## src/rtl/uart_rx_fsm.sv

```systemverilog
// UART receive control FSM: frames start/data/parity/stop bits, pulses checker strobes, flags good frames.
// Latency: data_valid rises one clock after the last stop-bit clock; reset is asynchronous and immediate.
// No backpressure: the serial line cannot be stalled. Define UART_RX_ERR_CNT_EN for the dropped-frame counter.
module uart_rx_fsm #(
    parameter int DATA_WIDTH     = 8,
    parameter int PRESCALE_WIDTH = 6
) (
    input  logic                      CLK,
    input  logic                      RST,
    input  logic                      RX_IN,
    input  logic                      PAR_EN,
    input  logic [PRESCALE_WIDTH-1:0] PRESCALE,
    input  logic                      strt_glitch,
    input  logic                      par_error,
    input  logic                      stp_error,
    output logic                      dat_samp_en,
    output logic [PRESCALE_WIDTH-1:0] edge_cnt,
    output logic                      strt_chk_en,
    output logic                      deser_en,
    output logic                      par_chk_en,
    output logic                      stp_chk_en,
    output logic                      data_valid,
    output logic [7:0]                err_cnt
);

    localparam int BIT_W = (DATA_WIDTH > 1) ? $clog2(DATA_WIDTH) : 1;

    typedef enum logic [2:0] {IDLE, START, DATA, PARITY, STOP} state_t;

    state_t                    state_q, state_d;
    logic [PRESCALE_WIDTH-1:0] edge_q, edge_d;
    logic [PRESCALE_WIDTH-1:0] presc_q, presc_d;
    logic [BIT_W-1:0]          bit_q, bit_d;
    logic                      dv_q, dv_d;

    logic [PRESCALE_WIDTH-1:0] presc_norm;
    logic [PRESCALE_WIDTH-1:0] mid_edge;
    logic                      last_edge;

    // Unsupported oversampling ratios fall back to 8.
    assign presc_norm = (PRESCALE == PRESCALE_WIDTH'(16) || PRESCALE == PRESCALE_WIDTH'(32))
                        ? PRESCALE : PRESCALE_WIDTH'(8);
    assign mid_edge   = (presc_q >> 1) + PRESCALE_WIDTH'(2);
    assign last_edge  = (state_q != IDLE) && (edge_q == presc_q - PRESCALE_WIDTH'(1));

    always_ff @(posedge CLK or negedge RST) begin
        if (!RST) begin
            state_q <= IDLE;
            edge_q  <= '0;
            presc_q <= PRESCALE_WIDTH'(8);
            bit_q   <= '0;
            dv_q    <= 1'b0;
        end else begin
            state_q <= state_d;
            edge_q  <= edge_d;
            presc_q <= presc_d;
            bit_q   <= bit_d;
            dv_q    <= dv_d;
        end
    end

    always_comb begin
        state_d = state_q;
        edge_d  = edge_q;
        presc_d = presc_q;
        bit_d   = bit_q;
        dv_d    = 1'b0;
        if (state_q != IDLE) begin
            edge_d = last_edge ? '0 : edge_q + PRESCALE_WIDTH'(1);
        end
        case (state_q)
            IDLE: begin
                if (!RX_IN) begin
                    state_d = START;
                    edge_d  = '0;
                    presc_d = presc_norm;
                end
            end
            START: begin
                if (last_edge) begin
                    state_d = strt_glitch ? IDLE : DATA;
                    bit_d   = '0;
                end
            end
            DATA: begin
                if (last_edge) begin
                    if (bit_q == BIT_W'(DATA_WIDTH - 1)) begin
                        state_d = PAR_EN ? PARITY : STOP;
                        bit_d   = '0;
                    end else begin
                        bit_d = bit_q + BIT_W'(1);
                    end
                end
            end
            PARITY: begin
                if (last_edge) begin
                    state_d = par_error ? IDLE : STOP;
                end
            end
            STOP: begin
                if (last_edge) begin
                    dv_d = !stp_error;
                    // A low line on the stop-bit boundary is the next start bit.
                    if (!RX_IN) begin
                        state_d = START;
                        presc_d = presc_norm;
                    end else begin
                        state_d = IDLE;
                    end
                end
            end
            default: state_d = IDLE;
        endcase
    end

    always_comb begin
        dat_samp_en = (state_q != IDLE);
        edge_cnt    = edge_q;
        strt_chk_en = (state_q == START)  && (edge_q == mid_edge);
        deser_en    = (state_q == DATA)   && (edge_q == mid_edge);
        par_chk_en  = (state_q == PARITY) && (edge_q == mid_edge);
        stp_chk_en  = (state_q == STOP)   && (edge_q == mid_edge);
        data_valid  = dv_q;
    end

`ifdef UART_RX_ERR_CNT_EN
    logic       drop;
    logic [7:0] err_q;

    assign drop = last_edge && (((state_q == PARITY) && par_error) ||
                                ((state_q == STOP) && stp_error));

    always_ff @(posedge CLK or negedge RST) begin
        if (!RST) begin
            err_q <= '0;
        end else if (drop && (err_q != 8'hFF)) begin
            err_q <= err_q + 8'd1;
        end
    end

    assign err_cnt = err_q;
`else
    assign err_cnt = '0;
`endif

endmodule

```

## config.mk

```make
export PLATFORM = sky130hd
export DESIGN_NAME = uart_rx_fsm
export DESIGN_NICKNAME = d
export VERILOG_FILES = /design/src/rtl/uart_rx_fsm.sv
export SDC_FILE = /design/constraint.sdc
export NUM_CORES = 1
export LEC_CHECK = 0
export CAP_MARGIN = 5
export CORE_ASPECT_RATIO = 1.25
export CORE_MARGIN = 2
export CORE_UTILIZATION = 50
export CTS_BUF_LIST = sky130_fd_sc_hd__clkbuf_16
export DETAILED_ROUTE_END_ITERATION = 7
export PLACE_DENSITY = 0.9
export SYNTH_ARGS = -nofsm -noshare
export SYNTH_HDL_FRONTEND = slang
export SYNTH_SLANG_ARGS = --single-unit
```

## constraint.sdc

```tcl
create_clock -name CLK -period 3.72 [get_ports CLK]
set_input_delay 0.558 -clock CLK [delete_from_list [all_inputs] [get_ports CLK]]
set_output_delay 0.558 -clock CLK [all_outputs]
set_load 0.005 [all_outputs]
```

* Word level (Yosys, flattened, before mapping) *
Cells that the tools add are included.

word-level totals
  flip-flop bits (word level) = 19
  input bits = 13
  output and inout bits = 20
  word-level logic and storage cells = 63

cells by class
  add/subtract/negate cells = 4
  equal/unequal tests = 15
  mux-type cells = 25
  reductions and logical operators = 14

operators with widths
  operator             number
  $mux 6               7
  $mux 3               11
  $pmux 3 s5           1
  $eq 6x6->1           2
  $ne 2x2->1 const B   6
  $pmux 6 s2           1
  $add 5x2->6 const B  1
  $add 6x1->6 const B  1
  $eq 3x2->1 const B   2
  $eq 3x3->1 const B   2
  $eq 6x5->1 const B   1
  $eq 6x6->1 const B   1
  $pmux 3 s2           1
  $reduce_and 6->1     1
  $sub 6x1->6 const B  1
  $logic_and 1x1->1    5
  $reduce_bool 2->1    2
  $add 3x1->3 const B  1
  $eq 3x1->1 const B   1
  $logic_not 3->1      1
  $mux 1               3
  $reduce_and 3->1     1
  $reduce_bool 3->1    1
  $mux 2               1
  other kinds (3)      3

* Logic depth before layout (Yosys ltp) *
  word-level depth = 7
  mapped depth = 10
  mapped depth without buffers = 8

* Least setup slack after synthesis *
No wires, ideal clock.

  kind = register -> output
  start = register presc_q[3]
  end = output deser_en
  arrival = 1.770 ns
  data required time = 3.162 ns
  slack = 1.392 ns
  cell stages (with the launch flop) = 8
  buffers on the path = 0
  path through = dfstp_2 inv_1 ha_1 xor2_1 nor4_1 o21ai_0 or2_2 nor2b_1

between the ends
  longest elaborated chain between the ends = 3

RTL lines
  item                    line  text
  start, declared         32    logic [PRESCALE_WIDTH-1:0] presc_q, presc_d;
  start signal, assigned  56    presc_q <= presc_d;
  $add 5x2->6             43    assign mid_edge = (presc_q >> 1) + PRESCALE_WIDTH'(2);
  $eq 6x6->1              120   deser_en = (state_q == DATA) && (edge_q == mid_edge);
  $logic_and 1x1->1       120
  end, declared           19    output logic deser_en,

Every way passes these cells.

* Worst setup path in the final report *
  start = register presc_q[3]
  end = output par_chk_en

between the ends
  longest elaborated chain between the ends = 3

RTL lines
  item               line  text
  $add 5x2->6        43
  $eq 6x6->1         121   par_chk_en = (state_q == PARITY) && (edge_q == mid_edge);
  $logic_and 1x1->1  121
  end, declared      20    output logic par_chk_en,

Every way passes these cells.

==> qor.yml <==
status:
  status: "finished, final reports clean"
sta:
  fin_crit_ps: 3290
  fmax_mhz: 304
  rsz0062_at_grt: "false"
  setup_viol: 0
  maxSlewHeadroom: 0.418
  tightest_slew_ps: 870
  skew_ps: 0.759
  fin_crit_sh: 0.884
  slew_violations: 0
  hold_viol: 0
  final.setup.tns_ps: 0
clock_tree:
  tritoncts: "built"
  cts-resized-gates: 0
  numClockSinks: 19
  clkLatencyLatePin_ps: 250
  cts_inserted_buffers: 3
  clk_pin_slew_worst_paths_ps: 50
  clock_path_buffers: 2
  cts_root_buf: "clkbuf_16"
  cts_setup_buffers: 0
  cts_hold_buf: 0
  htree_num_levels: 1
pwr:
  p_sw_mw: 0.399
  swShare: 0.384
  p_leak_nw: 0.706
  seqPwrFrac: 0.367
  p_int_mw: 0.641
  p_comb_frac: 0.422
  power-per-cell-area_mw_per_mm2: 621
  ir_drop_v: 0.000310
  clkPwrFrac: 0.211
detailed_routing:
  avgRoutedWirePerCell_um: 14.6
  drt_iter0_drc: 50
  ant_nets: 0
  drt_wl_total_um: 3140
  drc: 0
  vias: 1217
  dr.pass1.iters: 4
  vias_per_cell: 5.66
setup_path:
  crit_buf_inv: 2
  crit_path_max_fanout: 5
  cp_slowest_cell: "dfstp_2"
  cp-start-kind: "flip-flop"
  cp_top_family: "simple AND/OR/NAND/NOR gates"
  worst_r2r_path_depth: 9
  slowest_delay_ps: 570
  crit_chain: "inv_1 > ha_1 > xor2_1 > nor4_1 > o21ai_0 > or2_2 > nor2_1 > clkdlybuf4s50_1"
  critPathArrivalTime_ps: 2730
  cp.required_ps: 3160
  critPathKind: "flip-flop to output port"
  endpoint_kind: "output port"
  critical_path_cell_count: 8
logic_synthesis:
  synth_top_area_share: 0.328
  synth-edff-count: 0
  syn_area_per_cell_um2: 8.59
  netlist_area_mm2: 0.00137
  synth_seq_cells: 19
  ys_seq_area_frac: 0.347
  postSynth.asyncResetShare: 1.00
  yosys-top-cells-area: "dfrtp_1, xnor2_1, ha_1, nand2_1, buf_4"
  synthFlopType: "dfrtp_1"
  yosysTopAreaCell: "dfrtp_1"
  synth_cells: 160
  synth_warnings: 0
  synth_cell_types: 38
die:
  die_y_um: 62.6
  dieArea_mm2: 0.00319
  die_width_um: 50.9
  initial_core_util: 0.518
  rows: 21
  core_area_mm2: 0.00265
  ios: 33
worst_hold_path:
  hp-class: "flip-flop to flip-flop"
  hold_depth: 2
global_route:
  grtUsageTotal: 0.216
  grt-ovfl-total: 0
  antenna_found_initial: 0
  grt_pass1_vias: 1173
  grt_max_degree: 22
  grt_pass1_wl_um: 5310
cells_and_area:
  antenna_cells: 0
  nets: 202
  final_common_cell: "clkdlybuf4s50_1"
  area_growth_pct: 21.9
  final_cell_mix: "clkdlybuf4s50_1, nand2_1, dfrtp_1"
  drive_above_1_share: 0.0718
  fin_util: 0.631
placement:
  place.port_buffers: 24
  hpwl_um: 2330
  globalplace.congestion: 0.838
flow_run:
  maxCapViolCount: 0
==> cells in the mapped netlist, drive strengths merged, types with 2 or more instances <==
master and n:
dfrtp 18, nand2 18, xnor2 14, nor2 13
buf 10, nand3 8, nor3 8, ha 7
inv 7, a31oi 5, clkbuf 5, o21ai 5
a21oi 4, and2 4, mux2 3, o211ai 3
o31ai 3, xor2 3, and3 2, nor2b 2
nor3b 2, or2 2, or4 2
==> stage by stage <==
step	setup WS [ps]	power [mW]	std cells	hold slack [ps]	instance area [um2]
after floorplan	1390	0.665	167	262	1400
after global placement	802	0.784	211	523	1600
after detailed placement	753	0.818	211	550	1600
after CTS	413	1.04	215	560	1670
after global routing	254	1.11	215	582	1670
final	431	1.04	215	558	1670
==> tightest hold or removal path, delay by kind of cell (launching register included) <==
kind	cells	cell delay, ps
compound gates	1	80
simple gates	1	60
flops	1	380
==> power groups by stage <==
stage | Clock [mW] | Sequential [mW] | Combinational, mW
2_1_floorplan | 0 | 0.328 | 0.337
3_3_place_gp | 0 | 0.377 | 0.406
3_5_place_dp | 0 | 0.384 | 0.434
4_1_cts | 0.221 | 0.381 | 0.440
5_1_grt | 0.227 | 0.395 | 0.487
6_report | 0.220 | 0.381 | 0.439
==> cells by family after synthesis <==
group | share of synthesized area
multiplexers | 0.0319
other | 0.00273
AO/OA/AOI/OAI | 0.116
adder cells (fa/ha/maj) | 0.0637
XOR/XNOR | 0.108
flip-flops | 0.347
AND/OR/NAND/NOR | 0.242
buffers and inverters | 0.0883
==> area by class of cell <==
type                    count  area (um2)
repair buffers             25         248
well taps                  34        42.5
clock inverters             1        3.75
flip-flops and latches     19         477
fillers                   224         980
clock buffers               3        75.1
multi-input cells         126         802
inverters                   7        26.3
==> worst paths after layout <==
kind,startpoint,slack (ps),endpoint
min in group asynchronous,RST,800,presc_q[1]
worst max-delay path,presc_q[3],430,par_chk_en
worst max register to register,presc_q[3],1260,presc_q[5]
worst min-delay path,bit_q[1],560,bit_q[1]
max in group asynchronous,RST,2380,edge_cnt[5]
worst min register to register,bit_q[1],560,bit_q[1]
==> registers in the layout, summed over array words and instances (netlist names) <==
signal / cells
state_q: 3
edge_cnt: 6
bit_q: 3
data_valid: 1
presc_q: 6
==> layer usage <==
| metal | vias up | routed length [um] | track usage | share of wire |
|---|---|---|---|---|
| li1 | 578 | - | - | - |
| met1 | 581 | 1190 | 0.247 | 0.38 |
| met2 | 46 | 1700 | 0.390 | 0.54 |
| met3 | 12 | 169 | 0.0359 | 0.054 |
| met4 | 0 | 84 | 0.0845 | 0.027 |
| met5 | - | 0 | 0 | 0 |
No activity file was read; power rests on OpenSTA's default activity.
==> RTL change 1 (same settings) <==
`DATA_WIDTH`: 8 -> 4.
--- a/src/rtl/uart_rx_fsm.sv
+++ b/src/rtl/uart_rx_fsm.sv
@@ -2,7 +2,7 @@
 // Latency: data_valid rises one clock after the last stop-bit clock; reset is asynchronous and immediate.
 // No backpressure: the serial line cannot be stalled. Define UART_RX_ERR_CNT_EN for the dropped-frame counter.
 module uart_rx_fsm #(
-    parameter int DATA_WIDTH     = 8,
+    parameter int DATA_WIDTH     = 4,
     parameter int PRESCALE_WIDTH = 6
 ) (
     input  logic                      CLK,
Check against the original RTL: same outputs for any inputs over 10 cycles, from zero or initial values and one cycle with RST low; that may be too few to reach the edited logic, so the function may still have changed.
==> RTL change 1 against the unedited design <==
  * Area after synthesis shrank 2.2%
  * Power shrank 2.5%
  * Register-to-register slack got worse by 100 ps
  * Sequential share of layout area is 1.0 points lower
  * Via count is 0.49% lower
  * Worst setup slack improved by 11 ps
  * Sequential cell count down 1
  * Cell area fell by 1.8%
  * Wire length shrank 2.5%
==> RTL change 1: results <==
group,metric,value,unit
global_routing,grt_pass1_vias,1139,
pwr,peakVddDrop,0.389,mV
cells_and_area,inverters,10,
critical_path,reg2reg_slack,1160,ps
sta,finalClockSkew,2.62,ps
placement,port_buffers,24,
yosys,yosysUniqueCellTypes,40,
sta,fin_ws,442,ps
global_routing,grt_max_degree,21,
global_routing,use_met3,2.15,%
cells_and_area,final_cells,210,
routing,met2_length,1570,um
pwr,leakagePower,0.737,nW
yosys,synth_common_cells,"dfrtp_1, nand3_1, nand2_1, xnor2_1, inv_1",
min_path,min_to,"presc_q[0]$_DFFE_PN0P_",
routing,wl_met1,1260,um
critical_path,cp_slowest_cell,"dfstp_2",
global_routing,grt_pass1_wl,4930,um
routing,wire_per_inst,14.6,um
global_routing,use_met2,36.5,%
cells_and_area,multi_input_area_share,47.8,%
sta,maxSlewHeadroom,45.6,%
min_path,holdCritStartpoint,"presc_q[0]$_DFFE_PN0P_",
placement,dp_slack,787,ps
critical_path,crit_path_end,"strt_chk_en",
yosys,synth-seq-area-share,33.6,%
pwr,pwr-share-seq,35.1,%
yosys,synthTopCellsByArea,"dfrtp_1, xnor2_1, ha_1",
routing,viasPerCell,5.77,
cells_and_area,seq_area_share,27.5,%
critical_path,rr_endpoint,"presc_q[4]$_DFFE_PN0P_",
outcome,status,"finished clean",
cells_and_area,layout-drive-gt1-share,6.25,%
critical_path,cp.arrival,2720,ps
pwr,p_sw,0.395,mW
cells_and_area,clk_share,4.79,%
cells_and_area,nMultiInputCombCells,119,
routing,drt_iter0_drc,29,
min_path,hold_path_depth,1,
cells_and_area,buf_share,15.1,%
cells_and_area,seq_cell_count,18,
yosys,syn_area_per_cell,8.67,um2
placement,gp_routability_congestion,0.912,
cells_and_area,nets,196,
critical_path,r2r_cells,8,
critical_path,cp_slowest_stage_delay,610,ps
routing,routed-wl-met3,84,um
global_routing,grt_use_met1,24.5,%
## RTL change 1: cell types whose count changed in the layout (fill, tap and decap cells not counted), sizes merged, moves of 3 or more
cell,unedited run,this run
nand3,8,14
nor2,13,7
nand2,18,12
xor2,3,6
## RTL change 1: cells by family after synthesis
group | Yosys count | synth area share, %
and+or+nand+nor | 59 | 24.1
AOI/OAI and AO/OA | 25 | 12.4
buffers and inverters | 25 | 9.87
xor gates and xnor gates | 18 | 11.7
DFF | 18 | 33.6
adders and majority gates | 6 | 5.59
muxes | 3 | 2.42
other | 1 | 0.279
## RTL change 1: through the flow
stage / hold slack, ps / total power [mW] / util [%]
2_1_floorplan: 262 / 0.635 / -
3_3_place_gp: 515 / 0.761 / 59.6
3_5_place_dp: 558 / 0.793 / 59.6
4_1_cts: 570 / 1.01 / 62.6
5_1_grt: 608 / 1.09 / 62.6
6_report: 570 / 1.01 / 62.6
==> RTL change 2 (same settings) <==
Made on the original files. Encoding of `state_t`: now Gray code (3 bits for 5 states).
--- a/src/rtl/uart_rx_fsm.sv
+++ b/src/rtl/uart_rx_fsm.sv
@@ -25,7 +25,7 @@
 
     localparam int BIT_W = (DATA_WIDTH > 1) ? $clog2(DATA_WIDTH) : 1;
 
-    typedef enum logic [2:0] {IDLE, START, DATA, PARITY, STOP} state_t;
+    typedef enum logic [2:0] {IDLE = 3'b000, START = 3'b001, DATA = 3'b011, PARITY = 3'b010, STOP = 3'b110} state_t;
 
     state_t                    state_q, state_d;
     logic [PRESCALE_WIDTH-1:0] edge_q, edge_d;
Function: no difference found for any inputs over 10 cycles, from zero or initial values and one cycle with RST low; not proved beyond that.
==> RTL change 2 against the unedited design <==
  * Maximum frequency rose by 5.5%
  * Sequential cell count did not move
  * Synthesized cell count rose by 18%
  * Die area rose by 8.9%
  * Cell area rose by 6.5%
  * Worst setup slack improved by 170 ps
  * Area after synthesis rose by 9.6%
  * Count of clock-buffer cells in the layout did not move
  * Power rose by 10%
  * Wire length rose by 6.9%
  * Global-route usage rose by 0.096 points
  * Critical path type unchanged
  * Largest power group unchanged
  * Highest routed layer unchanged
==> RTL change 2: results <==
group,metric,value,unit
outcome,status,"finished clean",
cells_and_area,layout-drive-gt1-share,5.39,%
yosys,synthXorXnorAreaFrac,9.89,%
critical_path,rr_endpoint,"presc_q[3]$_DFFE_PN1P_",
yosys,synth-compound-area-share,17.3,%
pwr,seq_power,0.389,mW
placement,dp_slack,982,ps
routing,wl_met1,1400,um
critical_path,crit_family,"flip-flops",
pwr,total_power,1.15,mW
global_routing,grt_pass1_wl,5700,um
cells_and_area,nets,225,
cells_and_area,final_cells,240,
min_path,holdCritStartpoint,"bit_q[1]$_DFFE_PN0P_",
yosys,syn_inst,189,
pwr,peakVddDrop,0.374,mV
sta,hold_ws,516,ps
yosys,synthTopCellsByArea,"dfrtp_1, xnor2_1, ha_1",
critical_path,r2r_cells,8,
yosys,yosysUniqueCellTypes,39,
yosys,synth-seq-area-share,31.7,%
routing,drt_iter0_drc,60,
pwr,p_sw,0.472,mW
global_routing,grt_usage,21.7,%
pwr,leakagePower,0.750,nW
global_routing,use_met3,2.95,%
sta,tightest_slew,882,ps
global_routing,grt_use_met1,25.8,%
critical_path,cp.arrival,2560,ps
global_routing,use_met2,38.4,%
global_routing,grt_pass1_vias,1297,
routing,wire_per_inst,14.0,um
placement,hpwl,2380,um
placement,gp_routability_congestion,0.870,
placement,place_area,1700,um2
routing,met2_length,1750,um
yosys,synthAdderAreaFrac,5.82,%
routing,viasPerCell,5.74,
yosys,synth_common_cells,"nand2_1, dfrtp_1, nor2_1",
global_routing,grt_max_degree,27,
routing,routed-wl-met3,141,um
==> RTL change 2: worst max-delay path by stage <==
| stage | slack, ps | depth (start not counted) | endpoint | from |
|---|---|---|---|---|
| after CTS | 610 | 8 | stp_chk_en | presc_q[3]$_DFFE_PN1P_ |
| after detailed placement | 980 | 8 | stp_chk_en | presc_q[3]$_DFFE_PN1P_ |
| after floorplan | 1590 | 7 | par_chk_en | presc_q[3]$_DFFE_PN1P_ |
| after global routing | 410 | 8 | stp_chk_en | presc_q[3]$_DFFE_PN1P_ |
| final | 600 | 8 | par_chk_en | presc_q[3]$_DFFE_PN1P_ |
| after global placement | 1020 | 8 | par_chk_en | presc_q[3]$_DFFE_PN1P_ |
==> RTL change 2: layout make-up <==
class                   instances  area (um2)  share of cell area (%)
clock inverters                 1        5.00                   0.281
well taps                      36        45.0                    2.53
multi-input cells             142         881                    49.4
clock buffers                   3        75.1                    4.21
inverters                      14        52.6                    2.95
repair buffers                 25         248                    13.9
flip-flops and latches         19         477                    26.7
